==> src/rtl/vga_timing.sv <==
// ---------------------------------------------------------------------------
// vga_timing
//   Raster timing generator for the VGA output path. Divides the system clock
//   to a pixel rate, runs horizontal/vertical position counters and produces
//   registered sync, visible-area, coordinate and linear-index outputs for
//   the downstream pixel generator.
//
// Ports
//   clk           in   system clock
//   rst           in   asynchronous active-high reset
//   pixel_tick    out  pixel-rate enable, one clk in every CLK_DIV
//   hsync         out  horizontal sync (SYNC_ACTIVE inside the sync window)
//   vsync         out  vertical sync   (SYNC_ACTIVE inside the sync window)
//   visible_area  out  position is inside the visible window
//   pixel_x       out  column while visible, else 0
//   pixel_y       out  line while visible, else 0
//   id            out  linear framebuffer index y*H_VISIBLE+x while visible
//   frame_start   out  one-clk pulse when the position enters (0,0)
// ---------------------------------------------------------------------------
module vga_timing #(
    parameter int CLK_DIV     = 2,
    parameter int H_VISIBLE   = 640,
    parameter int H_FP        = 16,
    parameter int H_SYNC      = 96,
    parameter int H_BP        = 48,
    parameter int V_VISIBLE   = 480,
    parameter int V_FP        = 10,
    parameter int V_SYNC      = 2,
    parameter int V_BP        = 33,
    parameter bit SYNC_ACTIVE = 1'b0
) (
    input  logic        clk,
    input  logic        rst,
    output logic        pixel_tick,
    output logic        hsync,
    output logic        vsync,
    output logic        visible_area,
    output logic [9:0]  pixel_x,
    output logic [8:0]  pixel_y,
    output logic [18:0] id,
    output logic        frame_start
);

    localparam int H_TOTAL = H_VISIBLE + H_FP + H_SYNC + H_BP;
    localparam int V_TOTAL = V_VISIBLE + V_FP + V_SYNC + V_BP;

    // A one-bit counter is kept even for CLK_DIV=1; it simply stays at 0,
    // which makes the decoded tick permanently high.
    localparam int DIV_W = (CLK_DIV > 1) ? $clog2(CLK_DIV) : 1;
    localparam logic [DIV_W-1:0] DIV_LAST = DIV_W'(CLK_DIV - 1);

    localparam logic [9:0] H_LAST = 10'(H_TOTAL - 1);
    localparam logic [9:0] V_LAST = 10'(V_TOTAL - 1);
    localparam logic [9:0] H_VIS  = 10'(H_VISIBLE);
    localparam logic [9:0] V_VIS  = 10'(V_VISIBLE);
    localparam logic [9:0] HS_BEG = 10'(H_VISIBLE + H_FP);
    localparam logic [9:0] HS_END = 10'(H_VISIBLE + H_FP + H_SYNC);
    localparam logic [9:0] VS_BEG = 10'(V_VISIBLE + V_FP);
    localparam logic [9:0] VS_END = 10'(V_VISIBLE + V_FP + V_SYNC);

    logic [DIV_W-1:0] r_div_cnt;
    logic [9:0]       r_h_cnt;
    logic [9:0]       r_v_cnt;
    logic             r_hsync;
    logic             r_vsync;
    logic             r_visible;
    logic [9:0]       r_pixel_x;
    logic [8:0]       r_pixel_y;
    logic [18:0]      r_id;
    logic             r_frame_start;

    logic             w_tick;
    logic [9:0]       w_h_next;
    logic [9:0]       w_v_next;
    logic             w_origin;
    logic             w_visible;

    // Tick is decoded straight from the divider register, so it is
    // glitch-free and aligned with the edge that advances the position.
    assign w_tick = (r_div_cnt == DIV_LAST);

    always_ff @(posedge clk or posedge rst) begin
        if (rst) begin
            r_div_cnt <= '0;
        end else if (w_tick) begin
            r_div_cnt <= '0;
        end else begin
            r_div_cnt <= r_div_cnt + DIV_W'(1);
        end
    end

    // Next raster position; the outputs below are all registered from it so
    // they line up with the counters after the advancing edge.
    always_comb begin
        w_h_next = r_h_cnt + 10'd1;
        w_v_next = r_v_cnt;
        if (r_h_cnt == H_LAST) begin
            w_h_next = '0;
            w_v_next = (r_v_cnt == V_LAST) ? 10'd0 : r_v_cnt + 10'd1;
        end
    end

    assign w_origin  = (w_h_next == 10'd0) && (w_v_next == 10'd0);
    assign w_visible = (w_h_next < H_VIS) && (w_v_next < V_VIS);

    // Counters reset to the last position of the frame so the very first
    // advance after reset lands on (0,0) and raises frame_start.
    always_ff @(posedge clk or posedge rst) begin
        if (rst) begin
            r_h_cnt       <= H_LAST;
            r_v_cnt       <= V_LAST;
            r_hsync       <= ~SYNC_ACTIVE;
            r_vsync       <= ~SYNC_ACTIVE;
            r_visible     <= 1'b0;
            r_pixel_x     <= '0;
            r_pixel_y     <= '0;
            r_id          <= '0;
            r_frame_start <= 1'b0;
        end else if (w_tick) begin
            r_h_cnt       <= w_h_next;
            r_v_cnt       <= w_v_next;
            r_hsync       <= ((w_h_next >= HS_BEG) && (w_h_next < HS_END)) ? SYNC_ACTIVE : ~SYNC_ACTIVE;
            r_vsync       <= ((w_v_next >= VS_BEG) && (w_v_next < VS_END)) ? SYNC_ACTIVE : ~SYNC_ACTIVE;
            r_visible     <= w_visible;
            r_pixel_x     <= w_visible ? w_h_next : 10'd0;
            r_pixel_y     <= w_visible ? w_v_next[8:0] : 9'd0;
            r_frame_start <= w_origin;
            // Visible pixels are scanned in raster order, so the linear index
            // is a running count: restart at the origin, step on every
            // visible pixel and hold across blanking.
            if (w_origin) begin
                r_id <= '0;
            end else if (w_visible) begin
                r_id <= r_id + 19'd1;
            end
        end else begin
            r_frame_start <= 1'b0;
        end
    end

    assign pixel_tick   = w_tick;
    assign hsync        = r_hsync;
    assign vsync        = r_vsync;
    assign visible_area = r_visible;
    assign pixel_x      = r_pixel_x;
    assign pixel_y      = r_pixel_y;
    assign id           = r_id;
    assign frame_start  = r_frame_start;

endmodule

==> config.mk <==
export PLATFORM = sky130hd
export DESIGN_NAME = vga_timing
export DESIGN_NICKNAME = d
export VERILOG_FILES = /design/src/rtl/vga_timing.sv
export SDC_FILE = /design/constraint.sdc
export NUM_CORES = 1
export LEC_CHECK = 0
export ABC_AREA = 1
export CORE_ASPECT_RATIO = 0.8
export CORE_MARGIN = 10
export CORE_UTILIZATION = 45
export DETAILED_ROUTE_END_ITERATION = 8
export PLACE_DENSITY = 0.64
export SETUP_SLACK_MARGIN = 0.4
export SYNTH_ARGS = -nofsm -noshare
export SYNTH_HDL_FRONTEND = slang
export SYNTH_SLANG_ARGS = --single-unit
export TNS_END_PERCENT = 10
==> constraint.sdc <==
create_clock -name clk -period 5.3 [get_ports clk]
set_input_delay 0.795 -clock clk [delete_from_list [all_inputs] [get_ports clk]]
set_output_delay 0.795 -clock clk [all_outputs]
set_load 0.02 [all_outputs]
# Yosys cells after proc, flatten, opt, wreduce, memory -nomap -nowiden
# Cells that the tools add are included.
# word_totals
ff_bits	63
wordCells	41
inputBits	2
out_inout_bits	43
# classes
magnitude_cmp	6
n_reduce_logical	8
mux	11
n_eq_ne	2
addsub	4
# ops
operator	n
$mux W10	4
$mux W19	2
$add A10 B1 Y10 const B	2
$eq A10 B10 Y1 const B	2
$logic_not A10 Y1	2
$lt A10 B10 Y1 const B	2
$lt A10 B9 Y1 const B	2
$add A19 B1 Y19 const B	1
$ge A10 B10 Y1 const B	1
$ge A10 B9 Y1 const B	1
$mux W9	1
$logic_and A1 B1 Y1	4
$mux W1	4
$reduce_and A2 Y1	1
$reduce_bool A2 Y1	1
$add A1 B1 Y1 const B	1

# Logic depth before layout (Yosys ltp)
# Gate-level depths: netlist of the first run.
# depth
ltp_word	7
ltp_mapped	16
depth_no_buf	15

# Worst setup path before layout of the first run
# OpenSTA, ideal clock, no wires.
# synth_timing
path_kind	reg2reg
start	register r_h_cnt[0]
end	register r_id[8], in the netlist id[8]
stages_incl_launch_ff	16
setup_time_ps	117
arrival_ps	2025
synth_period_minus_slack_ps	2142
n_path_buf	3
path_slack_ps	3158
required_time_ps	5183
cell_sequence	dfstp_2 -> ha_1 -> nand4_2 -> nor2_2 -> buf_6 -> nand3_1 -> nand2_2 -> nand2_1 -> clkinv_1 -> nand2_2 -> nand2_2 -> nor2_4 -> buf_6 -> buf_12 -> nand3_2 -> nand2_1
# synth_between
elab_chain_len	6
word_cells_on_any_way	13
cone_classes	1 x add/sub; 2 x order compare; 1 x eq/ne; 3 x mux; 6 x reduce/logical
# synth_rtl
element	line	text
start, declared	62	logic [9:0] r_h_cnt;
start signal, assigned	120	r_h_cnt <= w_h_next;
$add A10 B1 Y10 / $eq A10 B10 Y1 (equally long branches)	95, 97	
$mux W10	97	if (r_h_cnt == H_LAST) begin
$lt A10 B10 Y1, or another cell as far along	104	assign w_visible = (w_h_next < H_VIS) && (w_v_next < V_VIS);
$logic_and A1 B1 Y1 (on tied branches)	104, 103	
$reduce_bool A2 Y1 (no source line)	n/a	
$reduce_and A2 Y1 (no source line)	n/a	
end signal, assigned	134	r_id <= r_id + 19'd1;
end, declared	69	logic [18:0] r_id;
# Several ways; a longest one is shown, not always the timed one.
# A chain may end at the register's enable or synchronous reset.

# Worst setup path after layout of the first run
# layout_timing
start	register r_h_cnt[0]
end	register r_id[15], in the netlist id[15]
# The elaborated chain is that of the path after synthesis.

==> results.json, run 1 <==
{
  "status": "finished clean",
  "rsz0062_at_grt": "false",
  "chipHeight_um": 103,
  "place_congestion": 0.917,
  "drt_wl_total_um": 9710,
  "clock-root-buffer": "clkbuf_8",
  "setup.worst_path.class": "register to register",
  "slew_headroom_pct": 38.2,
  "area_growth_pct": 16.9,
  "drive_above_1_share_pct": 13.6,
  "yosysTopAreaCell": "dfrtp_1",
  "cts.sinks": 63,
  "p_per_area_nw_per_um2": 200,
  "ctsResizeCount": 0,
  "end_kind": "register",
  "yosys_warnings": 0,
  "postCtsSetupBuffers": 0,
  "grt_pass1_vias": 3167,
  "finalHoldViolCount": 0,
  "max_freq_ghz": 0.323,
  "cts_max_level": 3,
  "n_antenna_cell": 0,
  "synth.distinct_cells": 33,
  "vias": 3313,
  "fin_skew_ns": 0.00568,
  "first_pass_iters": 5,
  "cp.arrival_ns": 3.34,
  "yosysSeqAreaShare_pct": 41.3,
  "period_needed_ns": 3.09,
  "layout.cells.non_filler": 671,
  "track_usage_pct": 16.2,
  "wire_per_inst_um": 14.5,
  "setup_viol": 0,
  "dieWidth_um": 124,
  "path_max_fanout": 21,
  "design.core.area_um2": 8410,
  "numCtsBuffers": 9,
  "finalMaxSlewViolations": 0,
  "grt_max_degree": 64,
  "clock_path_buffers": 2,
  "power_leakage_nw": 2.22,
  "hp-class": "register to register",
  "dp_cells": 655,
  "fin_tns_setup_ns": 0,
  "drt_iter0_markers": 205,
  "fin_util_pct": 53.6,
  "synth_nets": 521,
  "top_layer_used": "met4",
  "netlist_area_um2": 3860,
  "synth_top_area_share_pct": 33.1,
  "wl_met2_um": 4090,
  "required_ns": 5.55,
  "dieArea_um2": 12700,
  "met1_length_um": 4950,
  "clk_latency_ns": 0.36,
  "antenna_found_initial": 0,
  "start_util_pct": 45.9,
  "ir_drop_v": 0.000145,
  "start_kind": "register",
  "grt_overflow_total": 0,
  "synth.avg_cell_area_um2": 7.50,
  "cts_tree": "done",
  "ys_ff_latch": 63,
  "layout.nets": 561,
  "via_per_inst": 4.94,
  "worst_slew_pin_slew_ns": 0.926,
  "io_pins": 45,
  "clkTransAtPathRegs_ns": 0.07,
  "syn_inst": 514,
  "synth_area_leaders": "dfrtp_1 (33%), nand2_1 (15%), dfstp_2 (8.2%), inv_1 (6.0%), nand3_1 (5.6%)",
  "wl_met3_um": 561,
  "grt_pass1_wl_um": 16100,
  "maxCapViolCount": 0,
  "drtAntennaViolNets": 0,
  "hpwl_um": 7150,
  "drc": 0,
  "cts.hold.buffers_added": 0,
  "post-route-period-util_pct": 58.3,
  "portBuffers": 44,
  "placementRows": 30
}
cells in the mapped netlist:
cell type / n
clkbuf_1: 5
nand4_1: 10
nand2_4: 1
nor3_1: 12
o21ai_2: 1
buf_6: 5
nand3_2: 15
nand2_1: 158
or2_2: 1
xor2_1: 13
nand4_2: 2
dfstp_2: 12
nor4_1: 6
nand3_4: 1
inv_2: 1
nor2_1: 33
dfrtp_1: 51
o21ai_1: 6
buf_12: 1
buf_1: 1
buf_2: 2
clkinv_1: 1
nand2_2: 14
inv_1: 62
xnor2_1: 3
o21a_1: 1
nor2_2: 7
nor2_4: 3
nand3b_1: 1
nand3_1: 43
buf_4: 3
ha_1: 5
o21ai_0: 34
placed cells by master, fill, tap and decap left out, types with 7 or more instances in the layout:
cell type and instances:
nand3_2 15, nor2_1 33, dfrtp_1 51, nand3_1 43, clkbuf_8 9, nor3_1 12, nand2_2 14, clkdlybuf4s50_1 44
nand2_1 158, dfstp_2 12, xor2_1 13, inv_1 61, nand4_1 10, nor2_2 7, o21ai_0 34
state kept, by name (all words and copies together), names as in the netlist:
register,flops
frame_start,1
hsync,1
id,19
pixel_tick,1
pixel_x,10
pixel_y,9
r_h_cnt,10
r_v_cnt,10
visible_area,1
vsync,1
layout make-up:
cell class | count | area [µm²]
clock buffers | 10 | 128
clock inverters | 6 | 61.3
fillers | 863 | 3900
inverters | 64 | 240
multi-input cells | 370 | 1890
flip-flops and latches | 63 | 1590
well taps | 112 | 140
repair buffers | 46 | 455
cells by family after synthesis:
family	count (synthesis)	share of synthesized area, %
AOI/OAI and AO/OA	42	5.61
buffers and inverters	81	9.63
DFF	63	41.3
adders and majority gates	5	1.62
and+or+nand+nor	307	38.2
xor gates and xnor gates	16	3.63
where the power goes:
| group | internal [mW] | total [mW] | switching, mW | leakage [nW] |
|---|---|---|---|---|
| Combinational | 0.00119 | 0.0103 | 0.00907 | 1.31 |
| Clock | 0.215 | 0.410 | 0.195 | 0.0960 |
| Sequential | 0.481 | 0.481 | 0 | 0.809 |
path summary, 6_finish.rpt:
| check | slack (ns) | from | endpoint | depth (start not counted) |
|---|---|---|---|---|
| worst max-delay path | 2.21 | r_h_cnt[0] | id[15] | 10 |
| worst min-delay path | 0.48 | pixel_x[3] | pixel_x[3] | 2 |
| worst max register to register | 2.21 | r_h_cnt[0] | id[15] | 10 |
| worst min register to register | 0.48 | pixel_x[3] | pixel_x[3] | 2 |
| max in group asynchronous | 3.80 | rst | pixel_x[9] | 3 |
| min in group asynchronous | 0.97 | rst | id[17] | 3 |
stage by stage:
step	total power, mW	setup WS (ns)	cell area (µm²)	hold slack [ns]
after floorplan	0.497	2.96	3860	0.463
after global placement	0.501	2.36	4320	0.465
after detailed placement	0.501	2.24	4320	0.473
after CTS	0.918	2.24	4510	0.491
after global routing	0.937	1.92	4510	0.507
final	0.902	2.21	4510	0.484
metal layers:
metal  vias up  GRT usage [%]
met1      1527           22.5
met2        64           23.3
met4         0           3.49
met3        11           6.40
li1       1711              -
met5         -              0
critical path, stage by stage (launching register included):
cell     delay (ns)
dfstp_2        0.60
ha_1           0.26
nand4_2        0.18
nor2_2         0.51
nand4_2        0.16
nand3_2        0.17
nand2_2        0.09
nor2_4         0.50
inv_2          0.31
nand2_1        0.13
nand2_1        0.06
Power figures use the tool's default switching activity.
==> inputs of run 2 (changes only) <==
Settings changed: PLACE_DENSITY 0.64 to 0.67.
Clock period 5.3 ns to 2.7 ns, I/O delays scaled along.
==> run 2 against run 1 <==
Compared with the run above: highest routed layer unchanged; sequential share of layout area shrank 2.6 points; sequential power up 96%; largest power group unchanged; clock skew increased by 0.0029 ns; critical path depth rose by 4; sequential cell count is the same; core utilization grew 4.3 points; worst hold slack lost 0.042 ns.
==> results.json, run 2 (same netlist as run 1, synthesis figures left out) <==
{
  "most-common-layout-cells": "nand2_1 (155), inv_1 (60), dfrtp_1 (51)",
  "period_needed_ns": 2.33,
  "clkPwrFrac_pct": 47.4,
  "reg2reg_slack_ns": 0.37,
  "placementRows": 30,
  "path_max_fanout": 8,
  "drc": 0,
  "max_freq_ghz": 0.430,
  "fillers": 780,
  "post-route-period-util_pct": 86.2,
  "power_leakage_nw": 2.39,
  "design.core.area_um2": 8410,
  "clkTransAtPathRegs_ns": 0.07,
  "finalHoldViolCount": 0,
  "hpwl_um": 7160,
  "status": "finished clean",
  "intPower_mw": 1.45,
  "setup_viol": 0,
  "first_pass_iters": 5,
  "p_per_area_nw_per_um2": 378,
  "pwr-share-seq_pct": 51.3,
  "start_util_pct": 45.9,
  "cts_tree": "done",
  "grt_pass1_wl_um": 16100,
  "p_total_mw": 1.84,
  "clk_latency_ns": 0.36,
  "n_antenna_cell": 0,
  "slew_headroom_pct": 58.3,
  "fin_tns_setup_ns": 0,
  "area_growth_pct": 26.3,
  "combPwrFrac_pct": 1.3,
  "drt_wl_total_um": 10500,
  "numCtsBuffers": 9,
  "finalMaxSlewViolations": 0,
  "dieWidth_um": 124,
  "final.setup.worst_slack_ns": 0.373,
  "portBuffers": 44,
  "clock-root-buffer": "clkbuf_8",
  "layout.nets": 585,
  "track_usage_pct": 16.2,
  "start_kind": "register",
  "cts_max_level": 3,
  "grt_pass1_vias": 3201,
  "drt_iter0_markers": 285,
  "dpl_worst_slack_ns": 0.166,
  "ir_drop_v": 0.000396,
  "drtAntennaViolNets": 0,
  "p_sw_mw": 0.392,
  "grt_max_degree": 37,
  "io_pins": 45,
  "dieArea_um2": 12700,
  "chipHeight_um": 103,
  "end_kind": "register",
  "place_congestion": 0.970,
  "vias": 3640,
  "drive_above_1_share_pct": 18.4,
  "cts.sinks": 63,
  "worst_slew_pin_slew_ns": 0.619,
  "required_ns": 3.00,
  "netSwitchingFraction_pct": 21.3,
  "wire_per_inst_um": 15.1,
  "final_common_cell": "nand2_1",
  "clock_path_buffers": 2,
  "rsz0062_at_grt": "true",
  "via_per_inst": 5.24,
  "hp-class": "primary input to asynchronous set/reset pin",
  "cp.arrival_ns": 2.63,
  "largest_register_ffs": 19,
  "antenna_found_initial": 0,
  "maxCapViolCount": 0,
  "setup.worst_path.class": "register to register",
  "grt_overflow_total": 0,
  "fin_skew_ns": 0.00863
}
[run 2: cell types whose count changed in the layout (fill, tap and decap cells not counted), sizes merged]
| cell | previous run | this run |
|---|---|---|
| clkbuf | 10 | 15 |
| clkinvlp | 1 | 0 |
| clkinv | 5 | 3 |
| buf | 2 | 21 |
| nand2 | 173 | 176 |
[run 2: stage by stage]
step | instances | instance area [µm²] | util (%) | hold WS (ns)
detailed placement | 660 | 4380 | 52.1 | 0.472
finish | 695 | 4870 | 58.0 | 0.442
global placement | 660 | 4380 | 52.1 | 0.468
CTS | 680 | 4660 | 55.4 | 0.451
global route | 695 | 4870 | 58.0 | 0.470
floorplan | 514 | 3860 | - | 0.463
[run 2: routing by layer]
| layer | track usage, % | vias up | wire length, µm |
|---|---|---|---|
| met4 | 6.97 | 0 | 188 |
| met5 | 0 | - | 0 |
| met1 | 22.2 | 1726 | 4980 |
| met2 | 22.4 | 124 | 4470 |
| li1 | - | 1776 | - |
| met3 | 5.58 | 14 | 840 |
[run 2: area by class of cell]
type / count / area [µm²] / share of cell area (%)
clock buffer: 13 / 169 / 3.47
sequential: 63 / 1590 / 32.7
multi-input combinational: 373 / 1980 / 40.6
tap: 112 / 140 / 2.88
inverter: 64 / 248 / 5.08
timing repair buffer: 67 / 706 / 14.5
clock inverter: 3 / 40.0 / 0.822
[run 2: what timing repair did]
action,in CTS,in global routing
cloned,2,4
pin swaps,5,4
endpoints found under the setup margin,39,39
hold buffers,0,0
setup buffers,2,11
resized for setup,8,11
[run 2: final timing paths]
| check | startpoint | end | cells past startpoint |
|---|---|---|---|
| worst max-delay path | r_h_cnt[0] | id[13] | 14 |
| worst min-delay path | rst | pixel_y[7] | 2 |
| worst max register to register | r_h_cnt[0] | id[13] | 14 |
| worst min register to register | visible_area | visible_area | 2 |
| max in group asynchronous | rst | r_h_cnt[4] | 3 |
| min in group clk | visible_area | visible_area | 2 |
[run 2: critical path: stages (launching register included)]
cell       delay (ns)
dfstp_2          0.58
ha_4             0.17
nand3_4          0.09
nor2_4           0.25
nand2_8          0.11
buf_4            0.16
nand3_2          0.10
inv_1            0.08
o21ai_2          0.06
nand2_2          0.09
nor2_4           0.13
buf_12           0.15
clkbuf_16        0.14
nand3_1          0.07
nand2_1          0.06
[run 2: power groups by stage]
| stage | clock (mW) | sequential (mW) | combinational [mW] |
|---|---|---|---|
| 2_1_floorplan | 0 | 0.962 | 0.0136 |
| 3_3_place_gp | 0 | 0.962 | 0.0244 |
| 3_5_place_dp | 0 | 0.962 | 0.0250 |
| 4_1_cts | 0.896 | 0.944 | 0.0248 |
| 5_1_grt | 0.944 | 0.944 | 0.0269 |
| 6_report | 0.872 | 0.945 | 0.0231 |
==> inputs of run 3 (changes only) <==
Settings changed: SLEW_MARGIN set to 10.
==> results of run 3 <==
Final layout, timing and power as in run 2 (identical DEF).
